## config.mk

```make
export PLATFORM = sky130hd
export DESIGN_NAME = muxseq
export DESIGN_NICKNAME = d
export VERILOG_FILES = /design/src/rtl/muxseq_pkg.sv /design/src/rtl/muxseq_sel.sv /design/src/rtl/muxseq.sv
export SDC_FILE = /design/constraint.sdc
export NUM_CORES = 1
export LEC_CHECK = 0
export CAP_MARGIN = 20
export CORE_ASPECT_RATIO = 1.4
export CORE_MARGIN = 3
export CORE_UTILIZATION = 44
export CTS_CLUSTER_SIZE = 25
export DETAILED_ROUTE_END_ITERATION = 10
export PLACE_DENSITY = 0.78
export SLEW_MARGIN = 10
export SYNTH_ARGS = -nofsm -noshare
export SYNTH_HDL_FRONTEND = slang
export SYNTH_SLANG_ARGS = --single-unit
```

## constraint.sdc

```tcl
create_clock -name clk -period 2.2 [get_ports clk]
set_input_delay 0.44 -clock clk [delete_from_list [all_inputs] [get_ports clk]]
set_output_delay 0.44 -clock clk [all_outputs]
set_load 0.02 [all_outputs]
```

## src/rtl/muxseq_pkg.sv

```systemverilog
// Shared types and constants for the muxseq channel multiplexer/scanner.
package muxseq_pkg;

    typedef enum logic [1:0] {
        IDLE  = 2'd0,
        SCAN  = 2'd1,
        DRAIN = 2'd2
    } state_e;

    localparam logic MODE_MANUAL = 1'b0;
    localparam logic MODE_SCAN   = 1'b1;

endpackage

```

## src/rtl/muxseq_sel.sv

```systemverilog
// Combinational N_CH:1 W-bit selector; an out-of-range index yields zero data and hit_o=0.
module muxseq_sel #(
    parameter int N_CH  = 16,
    parameter int W     = 1,
    parameter int SEL_W = $clog2(N_CH)
) (
    input  logic [N_CH*W-1:0] din_i,
    input  logic [SEL_W-1:0]  idx_i,
    output logic [W-1:0]      data_o,
    output logic              hit_o
);

    // One-hot compare per channel so an index beyond N_CH matches nothing
    always_comb begin
        data_o = {W{1'b0}};
        hit_o  = 1'b0;
        for (int c = 0; c < N_CH; c++) begin
            if (idx_i == SEL_W'(c)) begin
                data_o = din_i[c*W +: W];
                hit_o  = 1'b1;
            end else begin
                hit_o  = hit_o;
            end
        end
    end

endmodule

```

## src/rtl/muxseq.sv

```systemverilog
// Registered N-channel mux with manual select and ascending scan mode, valid/ready output slot.
// Optional channel mask for scans is enabled with `define MUXSEQ_MASK_EN.
module muxseq
    import muxseq_pkg::*;
#(
    parameter int N_CH  = 16,
    parameter int W     = 1,
    parameter int SEL_W = $clog2(N_CH)
) (
    input  logic              clk,
    input  logic              rst_n,
    input  logic [N_CH*W-1:0] din,
    input  logic              mode,
    input  logic [SEL_W-1:0]  sel,
    input  logic              req,
    input  logic              start,
`ifdef MUXSEQ_MASK_EN
    input  logic [N_CH-1:0]   ch_mask,
`endif
    output logic [W-1:0]      out_data,
    output logic [SEL_W-1:0]  out_ch,
    output logic              out_valid,
    input  logic              out_ready,
    output logic              busy,
    output logic              done,
    output logic              err
);

    state_e             state_q, state_d;
    logic [SEL_W-1:0]   ptr_q, ptr_d;
    logic [W-1:0]       data_q, data_d;
    logic [SEL_W-1:0]   ch_q, ch_d;
    logic               valid_q, valid_d;
    logic               err_q, err_d;
    logic               done_q, done_d;
    logic               pend_q, pend_d;

    logic [N_CH-1:0]    mask_s;
    logic [SEL_W:0]     first_s;
    logic [SEL_W:0]     next_s;
    logic [SEL_W-1:0]   scan_idx_s;
    logic [SEL_W-1:0]   idx_s;
    logic [W-1:0]       sel_data_s;
    logic               hit_s;
    logic               slot_free_s;
    logic               load_s;

    // Lowest included channel at or above lo, as {found, index}
    function automatic logic [SEL_W:0] find_incl(input logic [N_CH-1:0] m, input int lo);
        logic [SEL_W:0] r;
        r = {(SEL_W+1){1'b0}};
        for (int c = N_CH - 1; c >= 0; c--) begin
            if ((c >= lo) && m[c]) begin
                r = {1'b1, SEL_W'(c)};
            end else begin
                r = r;
            end
        end
        return r;
    endfunction

`ifdef MUXSEQ_MASK_EN
    assign mask_s = ch_mask;
`else
    assign mask_s = {N_CH{1'b1}};
`endif

    assign slot_free_s = ~valid_q | out_ready;

    // Channel index feeding the selector and the scan successor search
    always_comb begin
        first_s    = find_incl(mask_s, 0);
        scan_idx_s = (state_q == SCAN) ? ptr_q : first_s[SEL_W-1:0];
        next_s     = find_incl(mask_s, int'(scan_idx_s) + 1);
        if ((state_q == IDLE) && (mode == MODE_MANUAL)) begin
            idx_s = sel;
        end else begin
            idx_s = scan_idx_s;
        end
    end

    muxseq_sel #(
        .N_CH  (N_CH),
        .W     (W),
        .SEL_W (SEL_W)
    ) u_sel (
        .din_i  (din),
        .idx_i  (idx_s),
        .data_o (sel_data_s),
        .hit_o  (hit_s)
    );

    // FSM next state and output-slot next values
    always_comb begin
        state_d = state_q;
        ptr_d   = ptr_q;
        valid_d = valid_q & ~out_ready;
        err_d   = 1'b0;
        done_d  = pend_q;
        pend_d  = 1'b0;
        load_s  = 1'b0;
        case (state_q)
            IDLE: begin
                if (mode == MODE_MANUAL) begin
                    if (req && slot_free_s) begin
                        load_s = 1'b1;
                        err_d  = ~hit_s;
                    end else begin
                        load_s = 1'b0;
                    end
                end else if (start) begin
                    // First word loads in the start cycle so it is valid one cycle later
                    if (!first_s[SEL_W]) begin
                        pend_d = 1'b1;
                    end else if (slot_free_s) begin
                        load_s = 1'b1;
                        if (next_s[SEL_W]) begin
                            ptr_d   = next_s[SEL_W-1:0];
                            state_d = SCAN;
                        end else begin
                            state_d = DRAIN;
                        end
                    end else begin
                        ptr_d   = first_s[SEL_W-1:0];
                        state_d = SCAN;
                    end
                end else begin
                    load_s = 1'b0;
                end
            end
            SCAN: begin
                if (slot_free_s) begin
                    load_s = 1'b1;
                    if (next_s[SEL_W]) begin
                        ptr_d = next_s[SEL_W-1:0];
                    end else begin
                        state_d = DRAIN;
                    end
                end else begin
                    load_s = 1'b0;
                end
            end
            DRAIN: begin
                if (slot_free_s) begin
                    state_d = IDLE;
                    ptr_d   = {SEL_W{1'b0}};
                    done_d  = 1'b1;
                end else begin
                    state_d = DRAIN;
                end
            end
            default: begin
                state_d = IDLE;
                ptr_d   = {SEL_W{1'b0}};
            end
        endcase
        if (load_s) begin
            data_d  = sel_data_s;
            ch_d    = idx_s;
            valid_d = 1'b1;
        end else begin
            data_d  = data_q;
            ch_d    = ch_q;
        end
    end

    // State and output registers
    always_ff @(posedge clk or negedge rst_n) begin
        if (!rst_n) begin
            state_q <= IDLE;
            ptr_q   <= {SEL_W{1'b0}};
            data_q  <= {W{1'b0}};
            ch_q    <= {SEL_W{1'b0}};
            valid_q <= 1'b0;
            err_q   <= 1'b0;
            done_q  <= 1'b0;
            pend_q  <= 1'b0;
        end else begin
            state_q <= state_d;
            ptr_q   <= ptr_d;
            data_q  <= data_d;
            ch_q    <= ch_d;
            valid_q <= valid_d;
            err_q   <= err_d;
            done_q  <= done_d;
            pend_q  <= pend_d;
        end
    end

    assign out_data  = data_q;
    assign out_ch    = ch_q;
    assign out_valid = valid_q;
    assign err       = err_q;
    assign done      = done_q;
    assign busy      = (state_q != IDLE);

endmodule

```

==> metrics.md <==
| Metric | Value |
|---|---|
| Worst min path class | `reg2reg` |
| Antenna viol nets, final | `0` |
| Critical path type | `reg2out` |
| Final core utilization | `70.7%` |
| Area grow syn2layout | `45.2%` |
| Outcome | `completed` |
| Syn Inst Count | `116` |
| Post-DP HPWL | `2100 µm` |
| Setup crit end kind | `primary output` |
| Top Ports | `35` |
| Cell Int Power | `0.788 mW` |
| Initial antenna violation count | `0` |
| Clk buf depth | `2` |
| Final instance area | `1460 µm²` |
| Cell variety after synth | `41` |
| Crit share post-route | `94.8%` |
| DP Area | `1420 µm²` |
| Core Rows | `19` |
| Initial Utilization | `48.7%` |
| Synth async-reset ratio | `100%` |
| Leakage power | `0.629 nW` |
| Mapped cell area | `1010 µm²` |
| CP startpoint kind | `flip-flop` |
| Total negative slack | `0 ns` |
| N_diodes | `0` |
| Clk pwr share | `14.5%` |
| Synth top cells by count | `dfrtp_1, nand2_1, nor2_1` |
| Initial drt markers | `22` |
| Most instantiated library cell after synthesis | `dfrtp_1` |
| CTS tree | `done` |
| Router iterations before antenna repair | `4` |
| Die area | `2910 µm²` |
| Largest net degree at the start of global routing | `16` |
| Synth top area share | `34.8%` |
| Drc violations | `0` |
| Final Hold Violating Endpoints | `0` |
| Gate power share | `54.6%` |
| Worst IR Drop VDD | `0.688 mV` |
| CTS buffer count | `3` |
| RSZ-0062 raised after global routing | `no` |
| Clock Skews | `0.00189 ns` |
| Sequential share of the synthesized area | `34.8%` |
| Setup ws final | `0.115 ns` |
| CTS H-tree depth | `1` |
| Worst slew pin tran | `0.634 ns` |
| Final wirelength | `2620 µm` |
| Seq pwr share | `30.9%` |
| Synth warn | `0` |
| Max-slew headroom | `57.6%` |
| Core ar. | `2070 µm²` |
| Clock root buffer | `clkbuf_4` |
| Syn nets | `144` |
| Dominant synthesized flop cell | `dfrtp_1` |
| Count of input and output buffers | `34` |
| DR vias/cell | `5.73` |
| WP data arrival | `1.64 ns` |
| Worst-Skew Late Latency | `0.28 ns` |
| Chip height | `62.6 µm` |
| Setup repair bufs after CTS | `0` |
| CP Max Fanout | `15` |
| Final setup violation count | `0` |
| Share of layout cells above drive strength 1 | `16.4%` |
| Finished Layout Cells | `180` |
| FILL cells | `181` |
| Clock sinks | `14` |
| Mean Syn Cell Area | `8.68 µm²` |
| Number of synthesized register bits | `14` |
| Number of synthesized flops with an enable pin | `0` |
| Synth area leaders | `dfrtp_1, mux2i_1, mux2_2` |
| Synth area leader | `dfrtp_1` |
| Die width | `46.4 µm` |
| First-pass GRT wire length | `4260 µm` |
| Worst slack, placed | `-0.0793 ns` |
| Cells after DPL | `176` |
| Final Net Count | `188` |
| Worst endpoint required time | `1.76 ns` |
| Switching Share | `38.9%` |
| WL/cell | `14.6 µm` |
| Fmax | `0.480 GHz` |
| Max-cap violations | `0` |
| DR vias | `1,031` |
| P_sw | `0.501 mW` |
| GRT Overall Usage | `19.5%` |
| PwrDens | `881 nW/µm²` |
| Vias in the first global route | `993` |
| GPL Wtd Cong | `0.821` |
| Minimum clock period | `2.08 ns` |
| Max-slew violations | `0` |
| Clock Pin Slew Worst Setup and Hold Paths | `0.08 ns` |
| GRT overflow | `0` |
logic make-up after synthesis:
kind of cell / Yosys count / share of synthesized area [%]
buf+inv: 8 / 3.48
flops: 14 / 34.8
simple gates: 42 / 21.2
other cells: 1 / 0.372
mux: 11 / 11.6
compound gates: 36 / 24.3
fa+ha+maj: 2 / 2.48
xor+xnor: 2 / 1.74
power by group through the flow:
| stage | Combinational [mW] | Sequential, mW | Clock [mW] |
|---|---|---|---|
| after floorplan | 0.377 | 0.443 | 0 |
| after global placement | 0.685 | 0.397 | 0 |
| after detailed placement | 0.700 | 0.403 | 0 |
| after CTS | 0.704 | 0.397 | 0.194 |
| after global routing | 0.772 | 0.407 | 0.207 |
| final | 0.703 | 0.398 | 0.187 |
cell type report:
cell class / instances / area, µm² / area share, %
clock buffer: 4 / 36.3 / 2.48
tap: 21 / 26.3 / 1.80
inverter: 4 / 15.0 / 1.03
timing repair buffer: 43 / 408 / 27.9
sequential: 14 / 350 / 24.0
multi-input combinational: 94 / 627 / 42.9
cell usage in the layout, fill, tap and decap left out, drive strengths merged, types with 2 or more instances in the layout:
cell type	instances
clkdlybuf4s50	34
dfrtp	14
nand2	11
a21oi	10
nor2	10
o21ai	9
buf	9
nand2b	6
mux2i	6
mux2	5
inv	4
nor3	4
clkbuf	4
nand3	3
nor2b	3
xor2	2
o31ai	2
a22oi	2
ha	2
a21boi	2
or3b	2
critical path, cell delays in order (launching register included):
cell,delay [ns]
dfrtp_1,0.40
buf_4,0.20
nor2_2,0.17
inv_1,0.06
clkdlybuf4s50_1,0.53
flip-flops by register name, summed over array words and instances, names as in the netlist:
register / cells
state_q: 2
ptr_q: 4
out_data: 1
out_ch: 4
done: 1
err: 1
out_valid: 1
routing by layer:
layer  up-vias  wire, µm  GRT usage [%]
li1        502         -              -
met1       479      1110           25.0
met2        43      1260           30.2
met3         7       186           3.46
met4         0        62           9.25
met5         -         0              0
path summary, 6_finish.rpt:
| check | start | to | slack, ns | cells after the start |
|---|---|---|---|---|
| min | out_ch[3]$_DFFE_PN0P_ | out_ch[3]$_DFFE_PN0P_ | 0.52 | 1 |
| min reg2reg | out_ch[3]$_DFFE_PN0P_ | out_ch[3]$_DFFE_PN0P_ | 0.52 | 1 |
| max in group asynchronous | rst_n | done$_DFF_PN0_ | 1.25 | 1 |
| max reg2reg | state_q[0]$_DFFE_PN0P_ | out_data$_DFFE_PN0P_ | 0.24 | 8 |
| min in group asynchronous | rst_n | state_q[1]$_DFFE_PN0P_ | 0.54 | 1 |
| max | state_q[1]$_DFFE_PN0P_ | busy | 0.12 | 4 |
stage by stage:
step,hold WS (ns),total power [mW]
after floorplan,0.144,0.819
after global placement,0.498,1.08
final,0.517,1.29
after detailed placement,0.502,1.10
after CTS,0.523,1.30
after global routing,0.539,1.39
what timing repair did:
item / CTS / global route
setup endpoints to repair: 0 / 2
hold buffers: 0 / 0
gates resized for setup: 0 / 2
(Power assumes the default switching activity.)
